===== config.mk =====
export PLATFORM = sky130hd
export DESIGN_NAME = run_monitor
export DESIGN_NICKNAME = d
export VERILOG_FILES = /design/src/rtl/run_monitor_pkg.sv /design/src/rtl/rm_match_counter.sv /design/src/rtl/run_monitor.sv
export SDC_FILE = /design/constraint.sdc
export NUM_CORES = 1
export LEC_CHECK = 0
export CAP_MARGIN = 30
export CORE_MARGIN = 2
export CORE_UTILIZATION = 53
export CTS_CLUSTER_DIAMETER = 60
export DETAILED_ROUTE_END_ITERATION = 10
export PLACE_DENSITY = 0.8
export SLEW_MARGIN = 20
export SYNTH_ARGS = -nofsm -noshare
export SYNTH_HDL_FRONTEND = slang
export SYNTH_HIERARCHICAL = 1
export SYNTH_SLANG_ARGS = --single-unit

===== constraint.sdc =====
create_clock -name clk -period 3 [get_ports clk]
set_input_delay 0.6 -clock clk [delete_from_list [all_inputs] [get_ports clk]]
set_output_delay 0.6 -clock clk [all_outputs]
set_load 0.005 [all_outputs]

===== src/rtl/run_monitor_pkg.sv =====
// Shared types and helpers for the run monitor: FSM state encoding and a
// constant-friendly ceil(log2) used to size the internal counters.
package run_monitor_pkg;

   typedef enum logic [2:0] {
      ST_IDLE,
      ST_RESET,
      ST_RUN,
      ST_PASS,
      ST_FAIL
   } state_t;

   function automatic int unsigned clog2(input int unsigned v);
      int unsigned r;
      r = 0;
      for (int unsigned p = 1; p < v; p = p << 1) begin
         r = r + 1;
      end
      return r;
   endfunction

endpackage


===== src/rtl/rm_match_counter.sv =====
// Counts consecutive clocks where obs equals the expected value and flags the
// clock on which the run of matches reaches STABLE_CYCLES.
module rm_match_counter
   import run_monitor_pkg::*;
#(
   parameter int DATA_W        = 8,
   parameter int STABLE_CYCLES = 4
) (
   input  logic              clk,
   input  logic              rst,
   input  logic              clr,
   input  logic              en,
   input  logic [DATA_W-1:0] obs,
   input  logic [DATA_W-1:0] expect_val,
   output logic              hit
);

   localparam int SW = (clog2(STABLE_CYCLES + 1) < 1) ? 1 : clog2(STABLE_CYCLES + 1);
   localparam logic [SW-1:0] LAST = SW'(STABLE_CYCLES - 1);

   logic          match;
   logic [SW-1:0] stable_cnt_q, stable_cnt_d;

   always_comb begin
      match        = (obs == expect_val);
      hit          = en && match && (stable_cnt_q == LAST);
      stable_cnt_d = stable_cnt_q;
      if (clr) begin
         stable_cnt_d = '0;
      end else if (en) begin
         // Holding at LAST keeps the count from wrapping if enable lingers.
         if (!match)
            stable_cnt_d = '0;
         else if (stable_cnt_q != LAST)
            stable_cnt_d = stable_cnt_q + SW'(1);
      end
   end

   always_ff @(posedge clk) begin
      if (rst)
         stable_cnt_q <= '0;
      else
         stable_cnt_q <= stable_cnt_d;
   end

endmodule


===== src/rtl/run_monitor.sv =====
// Run controller: holds the core in reset, releases it, then waits for obs to
// settle on the expected value or times out; reports run length and activity.
module run_monitor
   import run_monitor_pkg::*;
#(
   parameter int DATA_W        = 8,
   parameter int RST_CYCLES    = 5,
   parameter int STABLE_CYCLES = 4,
   parameter int TIMEOUT       = 1024,
   parameter int CNT_W         = 16
) (
   input  logic              clk,
   input  logic              rst,
   input  logic              start,
   input  logic [DATA_W-1:0] expect_val,
   input  logic [DATA_W-1:0] obs,
   output logic              core_rst,
   output logic              busy,
   output logic              done,
   output logic              pass,
   output logic              timed_out,
   output logic [CNT_W-1:0]  cycles,
   output logic [CNT_W-1:0]  changes
);

   localparam int RW = (clog2(RST_CYCLES + 1) < 1) ? 1 : clog2(RST_CYCLES + 1);
   localparam logic [RW-1:0]    RST_LAST = RW'(RST_CYCLES - 1);
   localparam logic [CNT_W-1:0] TO_LAST  = CNT_W'(TIMEOUT - 1);

   state_t            state_q, state_d;
   logic [RW-1:0]     rst_cnt_q, rst_cnt_d;
   logic [DATA_W-1:0] expect_q, expect_d;
   logic [DATA_W-1:0] obs_prev_q, obs_prev_d;
   logic [CNT_W-1:0]  cycles_q, cycles_d;
   logic [CNT_W-1:0]  changes_q, changes_d;
   logic              core_rst_q, core_rst_d;
   logic              busy_q, busy_d;
   logic              done_q, done_d;
   logic              pass_q, pass_d;
   logic              timed_out_q, timed_out_d;
   logic              in_run;
   logic              hit;

   assign in_run = (state_q == ST_RUN);

   rm_match_counter #(
      .DATA_W        (DATA_W),
      .STABLE_CYCLES (STABLE_CYCLES)
   ) u_match (
      .clk        (clk),
      .rst        (rst),
      .clr        (!in_run),
      .en         (in_run),
      .obs        (obs),
      .expect_val (expect_q),
      .hit        (hit)
   );

   always_comb begin
      state_d    = state_q;
      rst_cnt_d  = rst_cnt_q;
      expect_d   = expect_q;
      obs_prev_d = obs_prev_q;
      cycles_d   = cycles_q;
      changes_d  = changes_q;

      case (state_q)
         ST_IDLE, ST_PASS, ST_FAIL: begin
            if (start) begin
               state_d   = ST_RESET;
               expect_d  = expect_val;
               cycles_d  = '0;
               changes_d = '0;
               rst_cnt_d = '0;
            end
         end
         ST_RESET: begin
            if (rst_cnt_q == RST_LAST)
               state_d = ST_RUN;
            else
               rst_cnt_d = rst_cnt_q + RW'(1);
         end
         ST_RUN: begin
            cycles_d   = cycles_q + CNT_W'(1);
            obs_prev_d = obs;
            // cycles_q==0 marks the first RUN clock, where obs_prev is not yet valid.
            if ((cycles_q != '0) && (obs != obs_prev_q) && (changes_q != '1))
               changes_d = changes_q + CNT_W'(1);
            if (hit)
               state_d = ST_PASS;
            else if (cycles_q == TO_LAST)
               state_d = ST_FAIL;
         end
         default: state_d = ST_IDLE;
      endcase

      core_rst_d  = (state_d == ST_IDLE) || (state_d == ST_RESET);
      busy_d      = (state_d == ST_RESET) || (state_d == ST_RUN);
      done_d      = (state_d == ST_PASS) || (state_d == ST_FAIL);
      pass_d      = (state_d == ST_PASS);
      timed_out_d = (state_d == ST_FAIL);
   end

   always_ff @(posedge clk) begin
      if (rst) begin
         state_q     <= ST_IDLE;
         rst_cnt_q   <= '0;
         expect_q    <= '0;
         obs_prev_q  <= '0;
         cycles_q    <= '0;
         changes_q   <= '0;
         core_rst_q  <= 1'b1;
         busy_q      <= 1'b0;
         done_q      <= 1'b0;
         pass_q      <= 1'b0;
         timed_out_q <= 1'b0;
      end else begin
         state_q     <= state_d;
         rst_cnt_q   <= rst_cnt_d;
         expect_q    <= expect_d;
         obs_prev_q  <= obs_prev_d;
         cycles_q    <= cycles_d;
         changes_q   <= changes_d;
         core_rst_q  <= core_rst_d;
         busy_q      <= busy_d;
         done_q      <= done_d;
         pass_q      <= pass_d;
         timed_out_q <= timed_out_d;
      end
   end

   assign core_rst  = core_rst_q;
   assign busy      = busy_q;
   assign done      = done_q;
   assign pass      = pass_q;
   assign timed_out = timed_out_q;
   assign cycles    = cycles_q;
   assign changes   = changes_q;

endmodule


* After elaboration in Yosys (flattened, before gate mapping)
Cells that the tools add are included.
** Operators by class
- $add $sub $neg :: 4
- Equality and inequality tests :: 18
- Muxes and demuxes :: 12
- Bitwise operators :: 2
- Reduce and logical (&&, ||, !) cells :: 18
** Operators by type and width (number)
- $pmux 16 s2 :: 2
- $add 16x1->16 const B :: 2
- $mux 16 :: 2
- $mux 3 :: 6
- $eq 16x10->1 const B :: 1
- $ne 16x16->1 const B :: 1
- $reduce_bool 16->1 :: 1
- $eq 3x2->1 const B :: 5
- $eq 3x3->1 const B :: 3
- $pmux 3 s3 :: 1
- $eq 8x8->1 :: 1
- $ne 8x8->1 :: 1
- $add 3x1->3 const B :: 2
- $eq 3x1->1 const B :: 2
- $logic_not 3->1 :: 2
- $ne 2x2->1 const B :: 3
- $pmux 3 s2 :: 1
- $reduce_and 3->1 :: 2
- $reduce_or 3->1 :: 2
- $logic_and 1x1->1 :: 4
- $reduce_and 2->1 :: 2
- $reduce_bool 2->1 :: 2
- $logic_or 1x1->1 :: 3
- $ne 3x2->1 const B :: 1
- $not 1->1 :: 2
** Storage, ports and cells
- Bits in registers :: 62
- Input bits :: 19
- Output and inout port bits :: 37
- Word-level logic and storage cells :: 66

* Longest topological paths before layout
- Word-level depth :: 7
- Depth in mapped cells :: 10

* Modules after synthesis
Netlist, hierarchy kept.
** Modules (own cells, without submodules)
- run_monitor :: instances 1, cells an instance 353, area each 2891.5 sq um
- rm_match_counter :: instances 1, cells an instance 33, area each 291.5 sq um

* Worst setup path before layout
No wires, ideal clock.
- Kind :: register to register
- Start :: register state_q[1]
- End :: register busy_q (netlist: busy)
- Library setup time :: 128 ps
- Data arrival time :: 2147 ps
- Required time :: 2872 ps
- Setup slack :: 725 ps
- Cell stages (with the launch flop) :: 11
- Buffers on the path :: 2
- Clock period less this slack :: 2275 ps
- Path through :: dfxtp_1 or3b_1 inv_1 buf_2 buf_2 and4_2 nor2_1 o32ai_1 a211oi_1 xor2_1 nor2_1
** On the way
- Word-level cells in the longest chain between the ends :: 7
- Elaborated cells between the ends (all ways) :: 16
- Those cells by class :: eq/ne: 6; mux: 5; reduce/logical: 5
** RTL lines
- start, declared :: RTL line run_monitor.sv:30 : state_t state_q, state_d;
- start signal, assigned :: RTL line run_monitor.sv:118 : state_q <= state_d;
- $eq 3x2->1 (*) :: RTL line run_monitor.sv:44 : assign in_run = (state_q == ST_RUN);
- named net in_run :: RTL line run_monitor.sv:41 : logic in_run;
- $logic_and 1x1->1 (*) (2 in a row) :: RTL line rm_match_counter.sv:26 : hit = en && match && (stable_cnt_q == LAST);
- named net hit :: RTL line run_monitor.sv:42 : logic hit;
- $mux 3 (*) :: RTL line run_monitor.sv:89 : if (hit)
- $pmux 3 s3 (*) :: RTL line run_monitor.sv:67 : case (state_q)
- $eq 3x1->1 / $eq 3x2->1 (equally long branches) :: RTL line run_monitor.sv:98 : busy_d = (state_d == ST_RESET) || (state_d == ST_RUN);
- $logic_or 1x1->1 (*) :: RTL line run_monitor.sv:98
- end signal, assigned :: RTL line run_monitor.sv:125 : busy_q <= busy_d;
- end, declared :: RTL line run_monitor.sv:37 : logic busy_q, busy_d;
Mark *: on every way through the listed nets, which the timed path passes. The rest lies on a longest branch.
A chain may end at the register's enable or synchronous reset.

* Worst setup path after layout
- Start :: input obs[0]
- End :: register busy_q (netlist: busy)
** On the way
- Word-level cells in the longest chain between the ends :: 7
- Elaborated cells between the ends (all ways) :: 8
- Those cells by class :: eq/ne: 3; mux: 2; reduce/logical: 3
** RTL lines
- start, declared :: RTL line run_monitor.sv:16 : input logic [DATA_W-1:0] obs,
- $eq 8x8->1 (*) :: RTL line rm_match_counter.sv:25 : match = (obs == expect_val);
- $logic_and 1x1->1 (*) (2 in a row) :: RTL line rm_match_counter.sv:26
- named net hit :: RTL line run_monitor.sv:42
- $mux 3 (*) :: RTL line run_monitor.sv:89
- $pmux 3 s3 (*) :: RTL line run_monitor.sv:67
- $eq 3x1->1 / $eq 3x2->1 (equally long branches) :: RTL line run_monitor.sv:98
- $logic_or 1x1->1 (*) :: RTL line run_monitor.sv:98
Marked as above.

==> impl_metrics.toml <==
[clocking]
postCtsHoldBufs = 0
cts_tree = "done"
cts_setup_buffers = 0
htree_levels = 3
clockBufferDepth = 2
cts_root_buffer = "clkbuf_8"
cts_resized = 0
clock_latency_ns = 0.35
numCtsBuffers = 9
clock-sinks = 62
path_clk_slew_ns = 0.07

[routing]
firstDrtPassIters = 4
dr.max_layer_used = "met4"
viasPerCell = 5.88
ant_nets = 0
routedWlPerCell_um = 15.1
dr_wl_met3_um = 354
vias = 3066
route.detailed.drc = 0
drt_iter0_markers = 160
routed_wl_um = 7860
routed-wl-met2_um = 3860
wl_met1_um = 3510

[sta]
worstMarginPinSlew_ns = 0.701
worst_clock_skew_ns = 0.00742
maxSlewViolCount = 0
fin_setup_tns_ns = 0
min_period_ns = 2.44
finalCritPeriodShare_pct = 81.3
fmax_ghz = 0.410
hold_viol_final = 0
rsz0062_at_grt = "no"
relSlewSlack_pct = 52.9
setup-violations-final = 0

[floorplanning]
die_y_um = 81.5
die-area_um2 = 6640
ioPinCount = 56
core_area_um2 = 5850
num_rows = 28
die_x_um = 81.5
start_util_pct = 54.4

[worst_hold_path]
min_from = "obs_prev_q[5]$_SDFFE_PP0P_"
hold_path.class = "reg -> reg"

[critical_path]
cp-start-kind = "input pin"
crit-reg2reg-launch = "state_q[1]$_SDFF_PP0_"
critPathArrivalTime_ns = 2.67
max_stage_delay_ns = 0.54
critical_path_class = "in -> reg"
path_max_fanout = 4
cp_top_family = "compound AO/OA/AOI/OAI gates"
path_buf_inv = 1
startpoint = "obs[0]"
crit_chain = "clkdlybuf4s50_1, xor2_1, nor4_2, and4_2, nor2_1, o32ai_1, a211oi_1, xor2_1, nor2_1"
critPathRequiredTime_ns = 3.23
cp-end-kind = "register"
slowest_stage = "clkdlybuf4s50_1"

[run]
maxCapViolCount = 0

[logic_synthesis]
synth_edf_count = 0
yosys_warnings = 6
synthXorXnorAreaFrac_pct = 4.95
synthesis.area_um2 = 3180
synth_cells = 386
yosys_register_bits = 62
async_flop_share_pct = 0
synth_top_family_by_area = "simple AND/OR/NAND/NOR gates"
synth-simple-area-share_pct = 30.7
synth_mux_area_share_pct = 2.24
synth_seq_area_share_pct = 39.0
synth-adder-area-share_pct = 2.75
synth_compound_area_share_pct = 16.1
synthFlopType = "dfxtp_1"
postSynthAreaPerCell_um2 = 8.25
synth_fp_nets = 412
yosysUniqueCellTypes = 57

[final_layout]
area_delta_synth_final_pct = 26.4
nets = 467
diodes = 0
stdcell_count = 521
drive_gt1_share_pct = 7.17

[global_routing]
grt_overflow = 0
grt_pass1_vias = 2815
antenna_found_initial = 0
grt_max_degree = 41
grt_pass1_wl_um = 13000
grt_use_total_pct = 25.4

[pwr]
vdd_drop_max_mv = 0.297
pwr_density_cell_nw_per_um2 = 443
p_leak_nw = 1.45

[placed_design]
gp_congestion = 0.794
place_hpwl_um = 5580
dp_cells = 505
io_buffer_count = 55

[run_status]
status = "finished clean"
-- worst register-to-register path: cells and delay by family, from the launching register on --
kind / cells / cell delay, ns
buffers and inverters: 1 / 0.28
AOI/OAI and AO/OA: 2 / 0.42
DFF: 1 / 0.42
xor gates and xnor gates: 1 / 0.18
and+or+nand+nor: 4 / 0.89
-- cell usage after synthesis, drive strengths merged, types with 3 or more instances --
cell / n / area, µm²
and4: 7 / 62.6
nor2b: 5 / 31.3
o311ai: 3 / 26.3
nand3: 18 / 90.1
inv: 10 / 37.5
a21oi: 39 / 195
ha: 7 / 87.6
o21a: 4 / 30.0
clkbuf: 14 / 53.8
nor3: 5 / 25.0
and3: 6 / 37.5
a31oi: 6 / 37.5
o41ai: 6 / 52.6
or3: 11 / 68.8
nand4: 17 / 106
nor4: 8 / 62.6
a211oi: 4 / 30.0
mux2i: 6 / 60.1
nor2: 22 / 82.6
dfxtp: 62 / 1240
o21ai: 6 / 33.8
nand2b: 4 / 25.0
and2: 5 / 31.3
nand2: 57 / 214
nand3b: 4 / 30.0
xor2: 17 / 149
buf: 6 / 45.0
-- routing by layer --
metal,vias to the layer above,GRT usage [%]
li1,1523,-
met1,1442,32.5
met2,88,41.6
met3,13,3.96
met4,0,12.7
met5,-,0
-- report_power, final --
group	switching, mW	total (mW)	leakage [nW]	internal [mW]
Clock	0.323	0.811	0.110	0.488
Sequential	0.00831	0.842	0.501	0.833
Combinational	0.0718	0.131	0.843	0.0589
-- state kept, by name, indices dropped and copies added, names as in the netlist --
name and cells:
cycles 16, done 1, rst_cnt_q 3, state_q 3, changes 16, u_match/stable_cnt_q 3
busy 1, timed_out 1, core_rst 1, obs_prev_q 8, pass 1, expect_q 8
-- final timing paths --
kind	slack [ns]	to	cells after the start
max reg2reg	0.75	busy$_SDFF_PP0_	8
max	0.56	busy$_SDFF_PP0_	9
min	0.47	obs_prev_q[5]$_SDFFE_PP0P_	2
min reg2reg	0.47	obs_prev_q[5]$_SDFFE_PP0P_	2
-- cell type report --
class	instances	area (µm²)
fill	497	1830
clock inverter	4	70.1
clock buffer	12	145
sequential	62	1240
multi-input combinational	294	1810
timing repair buffer	64	631
tap	75	93.8
inverter	10	37.5
-- cells in the final DEF, fill, tap and decap left out, types with 3 or more instances in the layout --
cell type	instances
a211oi_1	4
buf_4	8
nor2_1	22
o41ai_1	6
nand3b_1	4
dfxtp_1	62
o311ai_1	3
inv_1	10
nor4_1	6
mux2i_1	6
ha_1	7
nor3_1	5
or3_1	11
o21ai_0	5
nand4_1	17
o21a_1	4
nor2b_1	5
nand2b_1	4
a31oi_1	6
clkbuf_8	10
nand3_1	18
xor2_1	17
and3_1	6
and4_1	6
nand2_1	57
and2_1	5
clkdlybuf4s50_1	55
a21oi_1	39
-- cell families after synthesis --
family	count (synthesis)
AOI/OAI and AO/OA	80
xor gates and xnor gates	18
adders and majority gates	7
buffers and inverters	30
DFF	62
muxes	7
and+or+nand+nor	182
-- through the flow --
stage          power (mW)  hold slack (ns)  utilization (%)  area [µm²]  setup WS, ns
3_3_place_gp        0.986            0.455             65.1        3810         0.286
3_5_place_dp        0.990            0.461             65.1        3810         0.227
4_1_cts              1.79            0.471             68.8        4020         0.585
6_report             1.78            0.473             68.8        4020         0.562
2_1_floorplan       0.929            0.448                -        3180         0.725
5_1_grt              1.84            0.494             68.8        4020         0.458
No activity file was read; power rests on OpenSTA's default activity.
==> patch 1, RTL diff (config.mk and constraints unchanged) <==
Put one more register stage on the output `changes`, without a reset. The value now appears one clock later. The other outputs are not delayed to match.
--- a/src/rtl/run_monitor.sv
+++ b/src/rtl/run_monitor.sv
@@ -135,7 +135,9 @@
    assign pass      = pass_q;
    assign timed_out = timed_out_q;
    assign cycles    = cycles_q;
-   assign changes   = changes_q;
+   always_ff @(posedge clk) begin
+      changes <= changes_q;
+   end
 
 endmodule
 
Check against the original RTL: not equivalent (a bounded check fails within 10 cycles, from zero or initial values and one cycle with rst high).
==> patch 1 against the unedited design <==
Core utilization shrank 1.2 points. Critical path depth is the same. Clock skew is essentially flat. Via count shrank 0.62%. Design area grew 6.1%. Worst setup slack lost 0.070 ns. Sequential cell count grew 16. Register-to-register slack lost 0.18 ns. Synthesized cell count grew 3.1%. Maximum frequency shrank 2.8%. Synthesized area grew 8.3%. Power grew 21%. Routed wire length shrank 2.3%. Largest cell class unchanged. Largest power group unchanged.
==> patch 1: results (changes against the unedited design) <==
stage;metric;value;unit;change
critical_path;crit_path_max_fanout;3;;-1
global_routing;gr-usage-met3;0.04228;;+0.002721
critical_path;path_delay_family;simple AND/OR/NAND/NOR gates;;
placed_design;dp_slack;0.1496;ns;-0.07783 ns
synthesis;synthTopCellsByArea;dfxtp_1 45%, a21oi_1 5.2%, nor2_1 5.2%, nand2_1 5.0%, mux2i_1 2.6%;;
global_routing;grt_pass1_wl;12.75;mm;-1.9%
synthesis;ys_types;47;;-18%
power_and_ir_drop;clock_power_share;0.397;;-0.058
placed_design;place_inst;518;;+2.6%
power_and_ir_drop;power_density;506.6;mW/mm²;+14%
final_layout;final_cells;534;;+2.5%
detailed_routing;dr.first_iter.drc_count;153;;-4.4%
timing;finalCritPeriodShare;0.8362;;+0.02342
synthesis;synthAdderAreaFrac;0.02541;;-0.002107
synthesis;synth_common_cells;78 x dfxtp_1, 48 x nor2_1, 46 x nand2_1;;
placed_design;gp_congestion;0.7800;;-1.8%
detailed_routing;routed_wirelength;7.678;mm;-2.3%
final_layout;ff_latch_area;0.001562;mm²;+26%
power_and_ir_drop;combPwrFrac;0.104;;+0.031
synthesis;synth.area.mux_share;0.03267;;+0.01026
placed_design;placed_cell_area;0.004054;mm²;+6.4%
global_routing;grt_pass1_vias;2805;;-0.36%
detailed_routing;wl_met1;3.419;mm;-2.6%
clock_network;cts.htree.levels;3;;unchanged
synthesis;avgSynthCellArea;8.661;µm²;+5.0%
critical_path;rr_worst_depth;7;;-1
timing;skew;0.007878;ns;+0.0004607 ns
global_routing;use_met2;0.3708;;-0.04560
clock_network;clkSlewWorstSetupHoldPaths;0.08;ns;
final_layout;nFillCells;529;;+6.4%
critical_path;endpoint;done;;
critical_path;r2r_setup_slack;0.57;ns;-0.18 ns
critical_path;startpoint;obs[1];;
power_and_ir_drop;p_leak;1.654;nW;+14%
final_layout;nets;478;;+2.4%
synthesis;synth_compound_area_frac;0.1412;;-0.01957
synthesis;ys_seq_area_frac;0.4530;;+0.06306
min_path;min_path_type;reg -> reg;;
global_routing;grt_usage;0.2170;;-0.03716
synthesis;synthXorXnorAreaFrac;0.04574;;-0.003793
critical_path;critPathArrivalTime;2.81;ns;+0.14 ns
global_routing;grt_max_degree;44;;+7.3%
detailed_routing;dr_wl_met3;316;µm;-11%
status;status;completed;;
detailed_routing;routed_via_density;5.706;;-3.0%
detailed_routing;wl_met2;3.769;mm;-2.3%
final_layout;drive_gt1_frac;0.07002;;-0.001727
synthesis;synth_nets;424;;+2.9%
power_and_ir_drop;peakVddDrop;318.3;µV;+7.3%
global_routing;grt_use_met1;0.2694;;-0.05568
timing;tightest_slew;0.7124;ns;+0.01164 ns
placed_design;dpl.hpwl;5.201;mm;-6.8%
critical_path;critPathMaxStageDelay;0.48;ns;-0.06 ns
clock_network;postCtsSetupRepairBufs;0;;unchanged
-- patch 1: cell types whose count changed after synthesis, moves of 6 or more --
cell,change
nor2_1,+26
dfxtp_1,+16
nand2_1,-11
or3_1,-11
xnor2_1,+8
xor2_1,-8
a31o_1,+7
and3_1,+7
o21ai_0,+6
o41ai_1,-6
-- patch 1: layout make-up --
cell class              count  share of cell area
clock buffers              10             0.02990
repair buffers             62              0.1413
multi-input cells         290              0.4093
clock inverters             6             0.02023
flip-flops and latches     78              0.3659
inverters                  11             0.01085
well taps                  77             0.02257
-- patch 1: worst min-delay path by stage --
stage / from / cells after the start / endpoint / slack [ns]
6_report: changes_q[15] / 0 / changes[15] / 0.38
5_1_grt: changes_q[12] / 0 / changes[12] / 0.40
4_1_cts: changes_q[15] / 0 / changes[15] / 0.38
3_5_place_dp: changes_q[12] / 0 / changes[12] / 0.37
3_3_place_gp: changes_q[12] / 0 / changes[12] / 0.36
2_1_floorplan: changes_q[15] / 0 / changes[15] / 0.35
==> patch 2, RTL diff (same settings) <==
Made on the original files. `DATA_W` is set to 8 in 2 places; all go to 6.
--- a/src/rtl/rm_match_counter.sv
+++ b/src/rtl/rm_match_counter.sv
@@ -3,7 +3,7 @@
 module rm_match_counter
    import run_monitor_pkg::*;
 #(
-   parameter int DATA_W        = 8,
+   parameter int DATA_W        = 6,
    parameter int STABLE_CYCLES = 4
 ) (
    input  logic              clk,
--- a/src/rtl/run_monitor.sv
+++ b/src/rtl/run_monitor.sv
@@ -3,7 +3,7 @@
 module run_monitor
    import run_monitor_pkg::*;
 #(
-   parameter int DATA_W        = 8,
+   parameter int DATA_W        = 6,
    parameter int RST_CYCLES    = 5,
    parameter int STABLE_CYCLES = 4,
    parameter int TIMEOUT       = 1024,
Interface: changed (resized expect_val and obs); port bits go from 56 to 52. No check against the original RTL was run, so the function may have changed too.
==> patch 2 against the unedited design <==
Core utilization rose by 1.3 points. Critical path depth shrank 1. Maximum frequency rose by 1.2%. Worst setup slack better by 0.029 ns. Via count shrank 11%. Routed wire length fell by 14%. Design area shrank 11%. Synthesized area fell by 12%. Sequential cell count shrank 4. Power down 14%. Hold slack worse by 0.0037 ns. Critical path type unchanged. Critical endpoint unchanged.
==> patch 2: results (changes against the unedited design) <==
stage;metric;value;unit;change
critical_path;rr_worst_depth;5;;-3
global_routing;grt_pass1_wl;11.36;mm;-13%
detailed_routing;routed_wirelength;6.743;mm;-14%
placed_design;gp_congestion;0.8232;;+3.7%
final_layout;n_all_inverters;9;;-1
final_layout;nets;414;;-11%
placed_design;dp_slack;0.2356;ns;+0.008135 ns
critical_path;r2r_start;cycles[10];;
placed_design;dpl.hpwl;4.766;mm;-15%
final_layout;n_all_buffers;57;;-11%
detailed_routing;wl_met1;2.953;mm;-16%
critical_path;crit_path_max_fanout;3;;-1
power_and_ir_drop;power_density;429.7;mW/mm²;-3.1%
global_routing;use_met2;0.3877;;-0.02867
min_path;worstHoldStart;obs_prev_q[3];;
placed_design;portBuffers;51;;-7.3%
global_routing;grt_usage;0.2379;;-0.01625
timing;skew;0.007098;ns;-0.0003197 ns
min_path;hold_end;obs_prev_q[3];;
final_layout;multiInputGateArea;0.001562;mm²;-14%
detailed_routing;wl_per_cell;14.50;µm;-3.9%
final_layout;buffer_area_frac;0.1553;;-0.001417
status;status;completed;;
detailed_routing;wl_met2;3.354;mm;-13%
detailed_routing;dr_wl_met3;294;µm;-17%
global_routing;grt_max_degree;38;;-7.3%
placed_design;placed_cell_area;0.003400;mm²;-11%
final_layout;nFillCells;432;;-13%
global_routing;grt_pass1_vias;2455;;-13%
power_and_ir_drop;clock_power_share;0.424;;-0.031
final_layout;seq_cells;58;;-6.5%
final_layout;multi_input_comb_cells;257;;-13%
synthesis;synthTopCellsByArea;dfxtp_1 41%, nand2_1 6.4%, a21oi_1 6.2%, o31ai_1 3.7%, nand3_1 3.2%;;
power_and_ir_drop;p_sw_frac;0.2329;;+0.006964
final_layout;ff_latch_area;0.001161;mm²;-6.5%
timing;relSlewSlack;0.5407;;+0.01221
final_layout;clkCellAreaFrac;0.04967;;-0.003815
timing;holdWs;0.4689;ns;-0.003666 ns
detailed_routing;routed-via-count;2716;;-11%
critical_path;critPathArrivalTime;2.64;ns;-0.03 ns
detailed_routing;dr.first_iter.drc_count;178;;+11%
synthesis;synth_nets;361;;-12%
power_and_ir_drop;p_sw;0.3580;mW;-11%
synthesis;synth_common_cells;58 x dfxtp_1, 48 x nand2_1, 35 x a21oi_1;;
global_routing;grt_use_met1;0.2942;;-0.03080
==> patch 2: worst max path at each step <==
| stage | from | endpoint | slack (ns) |
|---|---|---|---|
| CTS | obs[1] | busy | 0.61 |
| global route | obs[1] | busy | 0.48 |
| global placement | obs[1] | busy | 0.30 |
| finish | obs[1] | busy | 0.59 |
| detailed placement | obs[1] | busy | 0.24 |
| floorplan | state_q[1] | busy | 0.87 |
==> patch 2: worst max-delay path, stage by stage <==
cell	delay [ns]
clkdlybuf4s50_1	0.54
xor2_1	0.24
nor4_2	0.09
and4_2	0.24
or2_2	0.30
a222oi_1	0.27
nor2_1	0.09
mux2_4	0.27
==> patch 2: kinds of logic (layout without fill, tap and decap cells) <==
family | after synthesis | after routing | synth area share
flops | 58 | 58 | 0.4134
buf+inv | 24 | 80 | 0.03296
fa+ha+maj | 7 | 7 | 0.03118
xor+xnor | 15 | 15 | 0.04677
compound gates | 81 | 81 | 0.1777
mux | 2 | 2 | 0.009352
simple gates | 152 | 152 | 0.2886
